==> src/rtl/led_bram_arbiter.sv <==
// Round-robin arbiter sharing one block-RAM read port among NUM_CH LED strip controllers.
// The winner's local address is offset into its own RAM region, and the read data comes back with a one-cycle ack.
//
//   state    | meaning
//   ---------+--------------------------------------------------------------
//   S_IDLE   | waiting for a request; pick winner, launch the RAM read
//   S_WAIT   | RAM read in flight; count down the read latency, capture data
//   S_RETURN | ch_ack pulse out; requester gets one cycle to drop ch_req
module led_bram_arbiter #(
    parameter int NUM_CH       = 4,
    parameter int ADDR_WIDTH   = 32,
    parameter int DATA_WIDTH   = 32,
    parameter int REGION_BYTES = 1024,
    parameter int RD_LATENCY   = 1
) (
    input  logic                         clk,
    input  logic                         aresetn,
    input  logic [NUM_CH-1:0]            ch_req,
    input  logic [NUM_CH*ADDR_WIDTH-1:0] ch_addr,
    output logic [NUM_CH-1:0]            ch_ack,
    output logic [DATA_WIDTH-1:0]        ch_rdata,
    output logic                         busy,
    output logic [ADDR_WIDTH-1:0]        bram_addr,
    output logic                         bram_en,
    output logic [3:0]                   bram_web,
    output logic                         bram_rst,
    input  logic [DATA_WIDTH-1:0]        bram_dout
);
    localparam int CH_W  = (NUM_CH > 1) ? $clog2(NUM_CH) : 1;
    localparam int CNT_W = 3;

    typedef enum logic [1:0] {S_IDLE, S_WAIT, S_RETURN} state_t;

    state_t                state_q, state_d;
    logic [CH_W-1:0]       last_q, last_d;
    logic [CNT_W-1:0]      cnt_q, cnt_d;
    logic [NUM_CH-1:0]     ch_ack_q, ch_ack_d;
    logic [DATA_WIDTH-1:0] ch_rdata_q, ch_rdata_d;
    logic                  busy_q, busy_d;
    logic [ADDR_WIDTH-1:0] bram_addr_q, bram_addr_d;
    logic                  bram_en_q, bram_en_d;

    logic [ADDR_WIDTH-1:0] addr_arr [NUM_CH];
    logic [CH_W-1:0]       cand;
    logic [CH_W-1:0]       win;
    logic                  req_any;
    logic [ADDR_WIDTH-1:0] win_base;

    always_comb begin
        for (int i = 0; i < NUM_CH; i++) begin
            addr_arr[i] = ch_addr[i*ADDR_WIDTH +: ADDR_WIDTH];
        end
    end

    // Walk from farthest to nearest candidate so the channel right after last_q wins.
    always_comb begin
        win     = last_q;
        req_any = 1'b0;
        cand    = '0;
        for (int k = NUM_CH; k >= 1; k--) begin
            cand = CH_W'((int'(last_q) + k) % NUM_CH);
            if (ch_req[cand]) begin
                win     = cand;
                req_any = 1'b1;
            end
        end
    end

    assign win_base = ADDR_WIDTH'(64'(win) * 64'(REGION_BYTES));

    always_comb begin
        state_d     = state_q;
        last_d      = last_q;
        cnt_d       = cnt_q;
        ch_ack_d    = '0;
        ch_rdata_d  = ch_rdata_q;
        busy_d      = busy_q;
        bram_addr_d = bram_addr_q;
        bram_en_d   = 1'b0;
        unique case (state_q)
            S_IDLE: begin
                if (req_any) begin
                    last_d      = win;
                    bram_addr_d = win_base + addr_arr[win];
                    bram_en_d   = 1'b1;
                    busy_d      = 1'b1;
                    cnt_d       = CNT_W'(RD_LATENCY);
                    state_d     = S_WAIT;
                end
            end
            S_WAIT: begin
                if (cnt_q == '0) begin
                    ch_rdata_d = bram_dout;
                    ch_ack_d   = NUM_CH'(1) << last_q;
                    state_d    = S_RETURN;
                end else begin
                    cnt_d = cnt_q - CNT_W'(1);
                end
            end
            S_RETURN: begin
                busy_d  = 1'b0;
                state_d = S_IDLE;
            end
            default: state_d = S_IDLE;
        endcase
    end

    always_ff @(posedge clk) begin
        if (!aresetn) begin
            state_q     <= S_IDLE;
            last_q      <= CH_W'(NUM_CH - 1);
            cnt_q       <= '0;
            ch_ack_q    <= '0;
            ch_rdata_q  <= '0;
            busy_q      <= 1'b0;
            bram_addr_q <= '0;
            bram_en_q   <= 1'b0;
        end else begin
            state_q     <= state_d;
            last_q      <= last_d;
            cnt_q       <= cnt_d;
            ch_ack_q    <= ch_ack_d;
            ch_rdata_q  <= ch_rdata_d;
            busy_q      <= busy_d;
            bram_addr_q <= bram_addr_d;
            bram_en_q   <= bram_en_d;
        end
    end

    assign ch_ack    = ch_ack_q;
    assign ch_rdata  = ch_rdata_q;
    assign busy      = busy_q;
    assign bram_addr = bram_addr_q;
    assign bram_en   = bram_en_q;
    assign bram_web  = 4'b0000;
    assign bram_rst  = 1'b0;
endmodule
==> config.mk <==
export PLATFORM = sky130hd
export DESIGN_NAME = led_bram_arbiter
export DESIGN_NICKNAME = d
export VERILOG_FILES = /design/src/rtl/led_bram_arbiter.sv
export SDC_FILE = /design/constraint.sdc
export NUM_CORES = 1
export LEC_CHECK = 0
export ABC_AREA = 1
export BUFFER_PORTS_ARGS = -buffer_cell sky130_fd_sc_hd__clkbuf_2
export CORE_UTILIZATION = 43
export CTS_BUF_LIST = sky130_fd_sc_hd__clkbuf_8
export CTS_CLUSTER_DIAMETER = 50
export DETAILED_ROUTE_END_ITERATION = 6
export PLACE_DENSITY = 0.74
export SYNTH_ARGS = -nofsm -noshare
export SYNTH_HDL_FRONTEND = slang
export SYNTH_SLANG_ARGS = --single-unit
export TNS_END_PERCENT = 50
==> constraint.sdc <==
create_clock -name clk -period 6.2 [get_ports clk]
set_input_delay 1.24 -clock clk [delete_from_list [all_inputs] [get_ports clk]]
set_output_delay 1.24 -clock clk [all_outputs]
set_load 0.05 [all_outputs]
After elaboration in Yosys (flattened, before gate mapping):

Index checks and enable logic that the tools add are counted.

* bitwise logic cells: 1
* muxes and demuxes: 28
* magnitude comparators: 5
* multiply operators: 0
* shift operators: 1
* equal/unequal tests: 5
* $add $sub $neg: 6
* reductions and logical operators: 11
* div/mod/pow operators: 0

Operator list (number)
* $bmux W32 S2: 1
* $mux W32: 2
* $add A12 B32 Y32: 1
* $lt A2 B3 Y1 const B: 4
* $mux W2: 6
* $mux W1: 10
* $reduce_and A2 Y1: 5
* $bmux W1 S2: 4
* $mux W3: 2
* $ne A2 B2 Y1 const B: 3
* $pmux W3 S2: 1
* $reduce_and A3 Y1: 2
* $add A2 B1 Y2 const B: 2
* $add A2 B2 Y2 const B: 2
* $pmux W2 S2: 1
* $reduce_bool A2 Y1: 2
* $shl A1 B2 Y4 const A: 1
* $ge A3 B3 Y1 const B: 1
* $logic_not A3 Y1: 1
* $not A2 Y3: 1
* $sub A3 B1 Y3 const B: 1
* $eq A2 B1 Y1 const B: 1
* $eq A2 B2 Y1 const B: 1
* $logic_not A2 Y1: 1
* $pmux W1 S2: 1

* ROM bits: 0
* bits in latches: 0
* bits in writable memories: 0
* output and inout port bits: 75
* word-level logic and storage cells: 65
* input port bits: 166
* memories: 0
* register bits: 77

Depth between registers and ports, before layout:

Gate-level depths: netlist of run 1.

* depth after elaboration: 12
* mapped depth: 27
* mapped depth without buffers: 24

Least setup slack after synthesis of run 1:

No wires, ideal clock.

* path type: in2reg
* start: input ch_req[3]
* end: register bram_addr_q[26] (netlist: bram_addr[26])
* required time: 6.091 ns
* arrival time: 3.698 ns
* buffers on the path: 3
* cell stages on the path: 26
* setup slack: 2.393 ns
* setup time: 0.109 ns
* path through: inv_1 -> nand2_1 -> nand3_2 -> nand2_2 -> inv_2 -> nand2_4 -> nand3_4 -> nand2_4 -> buf_6 -> buf_6 -> clkbuf_1 -> nor2_1 -> o22ai_1 -> ha_1 -> ha_1 -> inv_1 -> nand2_1 -> nand2_2 -> nor2_4 -> inv_2 -> nor2_2 -> nand2_1 -> nand2_1 -> nand3_1 -> nand2_1 -> inv_1

* longest elaborated chain between the ends: 11
* elaborated cells between the ends (all ways): 22
* classes of those cells: 1 x add/sub; 19 x mux; 1 x bitwise; 1 x reduce/logical

RTL lines
* from (decl): line 18 `input logic [NUM_CH-1:0] ch_req,`
* $bmux W1 S2: line 62 `if (ch_req[cand]) begin`
* $mux W1 (implied by the code): line 62
* $mux W2 (3 in series): line 62
* $mux W2 *: line 62
* named net win[0]: line 45 `logic [CH_W-1:0] win;`
* $not A2 Y3 (implied by the code): line 84 `bram_addr_d = win_base + addr_arr[win];`
* $bmux W32 S2: line 84
* $mux W32 (implied by the code) (2 in series): line 84
* $add A12 B32 Y32 *: line 84
* to (signal assigned): line 125 `bram_addr_q <= bram_addr_d;`
* to (decl): line 40 `logic [ADDR_WIDTH-1:0] bram_addr_q, bram_addr_d;`

The timed path passes the listed nets; every way through them passes the cells marked *. The select of a mux whose other input is x is not followed.
A chain may end at the register's enable or synchronous reset.

Worst setup path after layout of run 1:

* start: register last_q[0]
* end: register bram_addr_q[27] (netlist: bram_addr[27])

* longest elaborated chain between the ends: 12
* elaborated cells between the ends (all ways): 26
* classes of those cells: 5 x add/sub; 19 x mux; 1 x bitwise; 1 x reduce/logical

RTL lines
* from (decl): line 35 `logic [CH_W-1:0] last_q, last_d;`
* from (signal assigned): line 111 `last_q <= CH_W'(NUM_CH - 1);`
* from (signal assigned): line 120 `last_q <= last_d;`
* $add A2 B1 Y2: line 61 `cand = CH_W'((int'(last_q) + k) % NUM_CH);`
* $bmux W1 S2: line 62
* $mux W1 (implied by the code): line 62
* $mux W2 (4 in series): line 62
* $not A2 Y3 (implied by the code): line 84
* $bmux W32 S2: line 84
* $mux W32 (implied by the code) (2 in series): line 84
* $add A12 B32 Y32: line 84

Several ways; a longest one is shown, not always the timed one. The select of a mux whose other input is x is not followed.

==> results of run 1 <==
worst max-delay path by stage:
stage | start | to | slack, ns | depth (start not counted)
2_1_floorplan | ch_req[3] | bram_addr[26]$_SDFFE_PN0P_ | 2.39 | 26
3_3_place_gp | ch_req[0] | bram_addr[27]$_SDFFE_PN0P_ | 1.66 | 21
3_5_place_dp | ch_req[0] | bram_addr[27]$_SDFFE_PN0P_ | 1.54 | 21
4_1_cts | last_q[0]$_SDFFE_PN1P_ | bram_addr[27]$_SDFFE_PN0P_ | 1.87 | 20
5_1_grt | last_q[0]$_SDFFE_PN1P_ | bram_addr[27]$_SDFFE_PN0P_ | 1.38 | 20
6_report | last_q[0]$_SDFFE_PN1P_ | bram_addr[27]$_SDFFE_PN0P_ | 1.84 | 20
final cells by class:
cell class,instances,area (um2)
clock inverter,7,56.30
tap,168,210.2
inverter,115,431.7
timing repair buffer,241,1221
fill,1290,5388
sequential,77,1541
multi-input combinational,648,3089
clock buffer,9,123.9
cells in the final DEF, fill, tap and decap left out, drive strengths merged:
cell type / n
nand2: 259
clkinv: 4
ha: 4
conb: 5
dfxtp: 77
and2: 1
clkbuf: 244
o22ai: 11
o31ai: 2
a221o: 1
nor2: 146
a21oi: 5
a22o: 12
nor3: 5
a31oi: 3
o21ai: 76
inv: 117
buf: 6
a22oi: 2
clkinvlp: 1
nand3b: 1
nand3: 110
nand4: 5
metrics by stage:
| step | util (%) | hold slack, ns | std cells | power [mW] |
|---|---|---|---|---|
| after CTS | 55.33 | 0.4591 | 1265 | 3.856 |
| after detailed placement | 53.84 | 0.4444 | 1249 | 3.495 |
| after floorplan | - | 0.4551 | 890 | 2.990 |
| after global placement | 53.84 | 0.4414 | 1249 | 3.477 |
| final | 55.33 | 0.4549 | 1265 | 3.856 |
| after global routing | 55.33 | 0.4799 | 1265 | 4.214 |
routing by layer:
metal / vias to the layer above / track usage, % / routed length (um)
li1: 3195 / - / -
met1: 2697 / 29.96 / 6588
met2: 262 / 42.56 / 7409
met3: 19 / 5.951 / 1210
met4: 0 / 6.053 / 210
met5: - / 0 / 0
sequential cells by signal (all words and copies together), names as in the netlist:
name	flops
ch_ack	4
state_q	2
ch_rdata	32
last_q	2
cnt_q	3
bram_en	1
busy	1
bram_addr	32
worst reg2reg max path: cells and delay by family (launching register included):
kind | cells | cell delay (ns)
buf+inv | 2 | 0.38
flops | 1 | 0.66
simple gates | 15 | 2.67
fa+ha+maj | 1 | 0.19
compound gates | 2 | 0.35
power breakdown:
part | total, mW | internal [mW] | switching, mW
logic | 2.79 | 0.753 | 2.04
registers | 0.717 | 0.641 | 0.0762
clock network | 0.349 | 0.151 | 0.198
total | 3.86 | 1.55 | 2.31
kinds of logic (layout without fill, tap and decap cells):
kind of cell             after synthesis  in the layout  synth area share (%)
adder cells (fa/ha/maj)                4              4                0.9331
flip-flops                            77             77                 28.74
buffers and inverters                165            372                 14.14
AO/OA/AOI/OAI                        112            112                 11.97
other                                  1              5               0.06991
AND/OR/NAND/NOR                      527            527                 44.16
==> flow_metrics.env, run 1 <==
export IMPL_area_growth_syn_to_layout_pct=24.42
export IMPL_antenna_found_initial=0
export IMPL_drc=0
export IMPL_die_w_um=113.7
export IMPL_cts_tree="yes"
export IMPL_synth_ff_type="dfxtp_1"
export IMPL_tightestPinTransition_ns=0.9839
export IMPL_reg2reg_depth=20
export IMPL_critPathArrivalTime_ns=4.60
export IMPL_crit_path_start_kind="flop"
export IMPL_cts_setup_buffers=0
export IMPL_async_flop_share_pct=0
export IMPL_ir_drop_mv=0.2334
export IMPL_fp_dieH_um=113.7
export IMPL_cp_num_buf_inv=2
export IMPL_setup_ws_ns=1.845
export IMPL_cts_max_level=3
export IMPL_period_share_pct=70.24
export IMPL_dieArea_um2=12920
export IMPL_cts_buffer_depth=2
export IMPL_final_area_um2=6674
export IMPL_slew_viol_final=0
export IMPL_finalSetupTns_ns=0
export IMPL_p_leak_nw=3.805
export IMPL_critical_path_class="reg -> reg"
export IMPL_reg2reg_from="last_q[0]$_SDFFE_PN1P_"
export IMPL_r2r_end="bram_addr[27]$_SDFFE_PN0P_"
export IMPL_worstPathRequired_ns=6.44
export IMPL_cts_hold_buf=0
export IMPL_synth_edf_count=0
export IMPL_synth_area_leaders="dfxtp_1 29%, nand2_1 16%, nor2_1 9.4%"
export IMPL_dpl_cell_area_um2=6494
export IMPL_finalHoldViolCount=0
export IMPL_hold_end="bram_addr[16]$_SDFFE_PN0P_"
export IMPL_grt_pass1_vias=5447
export IMPL_grt_pass1_wl_um=25590
export IMPL_hpwl_um=11880
export IMPL_cp_max_fo=48
export IMPL_max_freq_ghz=0.2296
export IMPL_post_place_ws_ns=1.536
export IMPL_n_antenna_cell=0
export IMPL_drive_gt1_share_pct=28.99
export IMPL_viasPerCell=4.880
export IMPL_synth_largest_area_cell="dfxtp_1"
export IMPL_grt_setup_unrepaired="no"
export IMPL_cts_made_buffers=9
export IMPL_synth_common_cells="232 x nand2_1, 135 x nor2_1, 106 x inv_1, 97 x nand3_1, 77 x dfxtp_1"
export IMPL_worstHoldStart="bram_addr[16]$_SDFFE_PN0P_"
export IMPL_relSlewSlack_pct=34.33
export IMPL_gp_congestion=0.9188
export IMPL_vias=6173
export IMPL_status="complete, no violations"
export IMPL_cts_sinks=77
export IMPL_crit_path_max_incr_delay_ns=0.66
export IMPL_min_path_type="reg -> reg"
export IMPL_grt_usage_pct=24.36
export IMPL_drtPass1Iterations=6
export IMPL_wl_per_cell_um=12.19
export IMPL_ctsResizeCount=0
export IMPL_reg2reg_slack_ns=1.84
export IMPL_root_buffer="clkbuf_8"
export IMPL_syn_area_um2=5364
export IMPL_ys_ff_latch=77
export IMPL_yosysMostFrequentCell="nand2_1"
export IMPL_grt_max_degree=59
export IMPL_routed_wl_um=15420
export IMPL_slowest_stage="dfxtp_1"
export IMPL_powerDensity_nw_per_um2=577.8
export IMPL_netlist_area_leader_share_pct=28.74
export IMPL_io_buffers=235
export IMPL_syn_inst=886
export IMPL_drv_cap=0
export IMPL_start_util_pct=44.47
export IMPL_dr_first_iter_drc_count=420
export IMPL_core_um2=12060
export IMPL_antenna_left=0
export IMPL_yosysWarnings=0
export IMPL_nets=1262
export IMPL_row_count=40
export IMPL_synth_distinct_cells=34
export IMPL_crit_family="simple AND/OR/NAND/NOR gates"
export IMPL_ys_seq_area_share_pct=28.74
export IMPL_path_cells="inv_2 -> nand2_1 -> nand2_1 -> nand2_2 -> nand2_4 -> nand2_4 -> nand3_2 -> nand2_4 -> o21ai_0 -> o22ai_1 -> ha_1 -> nand2_1 -> nand2_1 -> nand2_2 -> nor2_1 -> nand3_1 -> inv_1 -> nand3_1 -> nand3_1 -> nand2_1"
export IMPL_cpMostUsedCell="nand2_1"
export IMPL_clkSlewWorstSetupHoldPaths_ns=0.09
export IMPL_clock_latency_ns=0.35
export IMPL_crit_path_end_kind="flop"
export IMPL_syn_avg_cell_area_um2=6.054
export IMPL_setup_violations=0
export IMPL_io_pins=241
export IMPL_min_period_ns=4.355
export IMPL_skew_ns=0.006957
export IMPL_grt_ovfl_total=0
export IMPL_hold_depth=2
No activity file was read; power rests on OpenSTA's default activity.
==> run 2, diff against run 1 <==
==> constraint.sdc (replaced) <==
create_clock -name clk -period 4.05 [get_ports clk]
set_input_delay 0.81 -clock clk [delete_from_list [all_inputs] [get_ports clk]]
set_output_delay 0.81 -clock clk [all_outputs]
set_load 0.05 [all_outputs]
==> flow_metrics.env, run 2 (synthesized netlist as in run 1, its figures left out) <==
export IMPL_cts_tree="yes"
export IMPL_grt_pass1_vias=5584
export IMPL_critPathArrivalTime_ns=3.73
export IMPL_drc=0
export IMPL_dpl_cell_area_um2=6546
export IMPL_min_period_ns=3.472
export IMPL_final_util_pct=55.62
export IMPL_reg2reg_from="last_q[0]$_SDFFE_PN1P_"
export IMPL_routed_wl_um=15710
export IMPL_n_fill_cell=1282
export IMPL_wl_per_cell_um=12.36
export IMPL_core_um2=12060
export IMPL_tightestPinTransition_ns=0.9696
export IMPL_slowest_stage="dfxtp_1"
export IMPL_cts_hold_buf=0
export IMPL_skew_ns=0.005545
export IMPL_cts_made_buffers=9
export IMPL_crit_path_max_incr_delay_ns=0.50
export IMPL_start_util_pct=44.47
export IMPL_cp_num_buf_inv=5
export IMPL_cts_max_level=3
export IMPL_cpMostUsedCell="nand2_1"
export IMPL_drive_gt1_share_pct=29.37
export IMPL_root_buffer="clkbuf_8"
export IMPL_crit_family="simple AND/OR/NAND/NOR gates"
export IMPL_grt_ovfl_total=0
export IMPL_die_w_um=113.7
export IMPL_status="complete, no violations"
export IMPL_ir_drop_mv=0.4668
export IMPL_finalSetupTns_ns=0
export IMPL_clkSlewWorstSetupHoldPaths_ns=0.08
export IMPL_cp_max_fo=23
export IMPL_ctsResizeCount=0
export IMPL_nets=1269
export IMPL_crit_path_start_kind="flop"
export IMPL_reg2reg_slack_ns=0.58
export IMPL_cts_buffer_depth=2
export IMPL_clock_latency_ns=0.35
export IMPL_mostFrequentLayoutCell="clkbuf_2"
export IMPL_comb_power_share_pct=73.1
export IMPL_critical_path_class="reg -> reg"
export IMPL_final_cell_mix="235 x clkbuf_2, 232 x nand2_1, 134 x nor2_1"
export IMPL_antenna_left=0
export IMPL_drtPass1Iterations=6
export IMPL_antenna_found_initial=0
export IMPL_cp_startpoint="last_q[0]$_SDFFE_PN1P_"
export IMPL_cts_sinks=77
export IMPL_slew_viol_final=0
export IMPL_p_leak_nw=3.829
export IMPL_power_frac_clock_pct=8.4
export IMPL_grt_pass1_wl_um=25740
export IMPL_period_share_pct=85.72
export IMPL_grt_max_degree=39
export IMPL_n_antenna_cell=0
export IMPL_grt_setup_unrepaired="no"
export IMPL_powerDensity_nw_per_um2=885.1
export IMPL_switchingPower_mw=3.540
export IMPL_gp_congestion=0.9725
export IMPL_dr_first_iter_drc_count=419
export IMPL_worstHoldStart="bram_addr[28]$_SDFFE_PN0P_"
export IMPL_row_count=40
export IMPL_drv_cap=0
export IMPL_crit_path_end_kind="flop"
export IMPL_path_cells="inv_2 -> nand2_1 -> nand2_1 -> nand2_2 -> nand2_4 -> nand3_2 -> o21ai_4 -> inv_2 -> o21ai_0 -> o22ai_1 -> ha_1 -> ha_1 -> inv_1 -> nand2_1 -> nand2_2 -> nor2_4 -> inv_2 -> nor2_2 -> nand2_1 -> nand2_1 -> nand3_1 -> nand2_1 -> inv_1"
export IMPL_cts_setup_buffers=0
export IMPL_setup_violations=0
export IMPL_sequentialPowerShare_pct=18.5
export IMPL_max_freq_ghz=0.2881
export IMPL_relSlewSlack_pct=35.29
export IMPL_io_buffers=235
export IMPL_area_growth_syn_to_layout_pct=25.08
export IMPL_final_area_um2=6709
export IMPL_finalHoldViolCount=0
export IMPL_hpwl_um=12400
export IMPL_min_path_type="reg -> reg"
export IMPL_io_pins=241
export IMPL_worstPathRequired_ns=4.31
export IMPL_swShare_pct=59.61
export IMPL_dieArea_um2=12920
export IMPL_grt_usage_pct=24.68
export IMPL_fp_dieH_um=113.7
export IMPL_viasPerCell=4.889
export IMPL_vias=6214
export IMPL_internal_power_mw=2.398
==> run 2: cell count changes in the layout (fill, tap and decap cells not counted) <==
cell	delta
buf_4	+7
clkinv_2	+2
clkinv_4	-1
clkinvlp_4	+1
inv_6	-3
==> run 2: worst paths after layout <==
check | end | cells past startpoint
setup / recovery | bram_addr[26]$_SDFFE_PN0P_ | 23
hold / removal | bram_addr[28]$_SDFFE_PN0P_ | 2
hold reg to reg | bram_addr[28]$_SDFFE_PN0P_ | 2
setup reg to reg | bram_addr[26]$_SDFFE_PN0P_ | 23
==> run 2: final cells by class <==
class | count | area, um2 | area share [%]
clock buffer | 9 | 123.9 | 1.846
clock inverter | 6 | 38.79 | 0.5781
inverter | 115 | 431.7 | 6.434
multi-input combinational | 648 | 3089 | 46.05
sequential | 77 | 1541 | 22.98
tap | 168 | 210.2 | 3.133
timing repair buffer | 248 | 1274 | 18.99
==> run 2: worst reg2reg max path, stage by stage (launching register included) <==
cell and delay, ns:
dfxtp_1 0.50, inv_2 0.20, nand2_1 0.12, nand2_1 0.14, nand2_2 0.12, nand2_4 0.09, nand3_2 0.11, o21ai_4 0.15
inv_2 0.36, o21ai_0 0.16, o22ai_1 0.17, ha_1 0.19, ha_1 0.15, inv_1 0.04, nand2_1 0.12, nand2_2 0.10
nor2_4 0.18, inv_2 0.06, nor2_2 0.13, nand2_1 0.07, nand2_1 0.05, nand3_1 0.06, nand2_1 0.07, inv_1 0.03
==> run 2: through the flow <==
step           setup WS [ns]  power (mW)  hold WS [ns]  cells
2_1_floorplan         0.6726       4.577        0.4551    890
3_3_place_gp          0.5700       5.397        0.4434   1256
3_5_place_dp          0.4514       5.430        0.4425   1256
4_1_cts               0.5817       5.942        0.4587   1271
5_1_grt               0.2451       6.476        0.4882   1271
6_report              0.5785       5.938        0.4551   1271
==> run 2: layer usage <==
layer / GRT usage [%] / vias to the layer above / part of all wire (%)
met1: 30.13 / 2728 / 43
met3: 5.154 / 33 / 7.4
li1: - / 3207 / -
met5: 0 / - / 0
met4: 6.667 / 0 / 1.8
met2: 43.82 / 246 / 48
==> run 2: power by group through the flow <==
stage / logic [mW] / clock network, mW / registers (mW)
3_3_place_gp: 4.28 / 0 / 1.11
2_1_floorplan: 2.80 / 0 / 1.78
6_report: 4.34 / 0.501 / 1.10
5_1_grt: 4.80 / 0.550 / 1.12
3_5_place_dp: 4.32 / 0 / 1.11
4_1_cts: 4.33 / 0.516 / 1.10
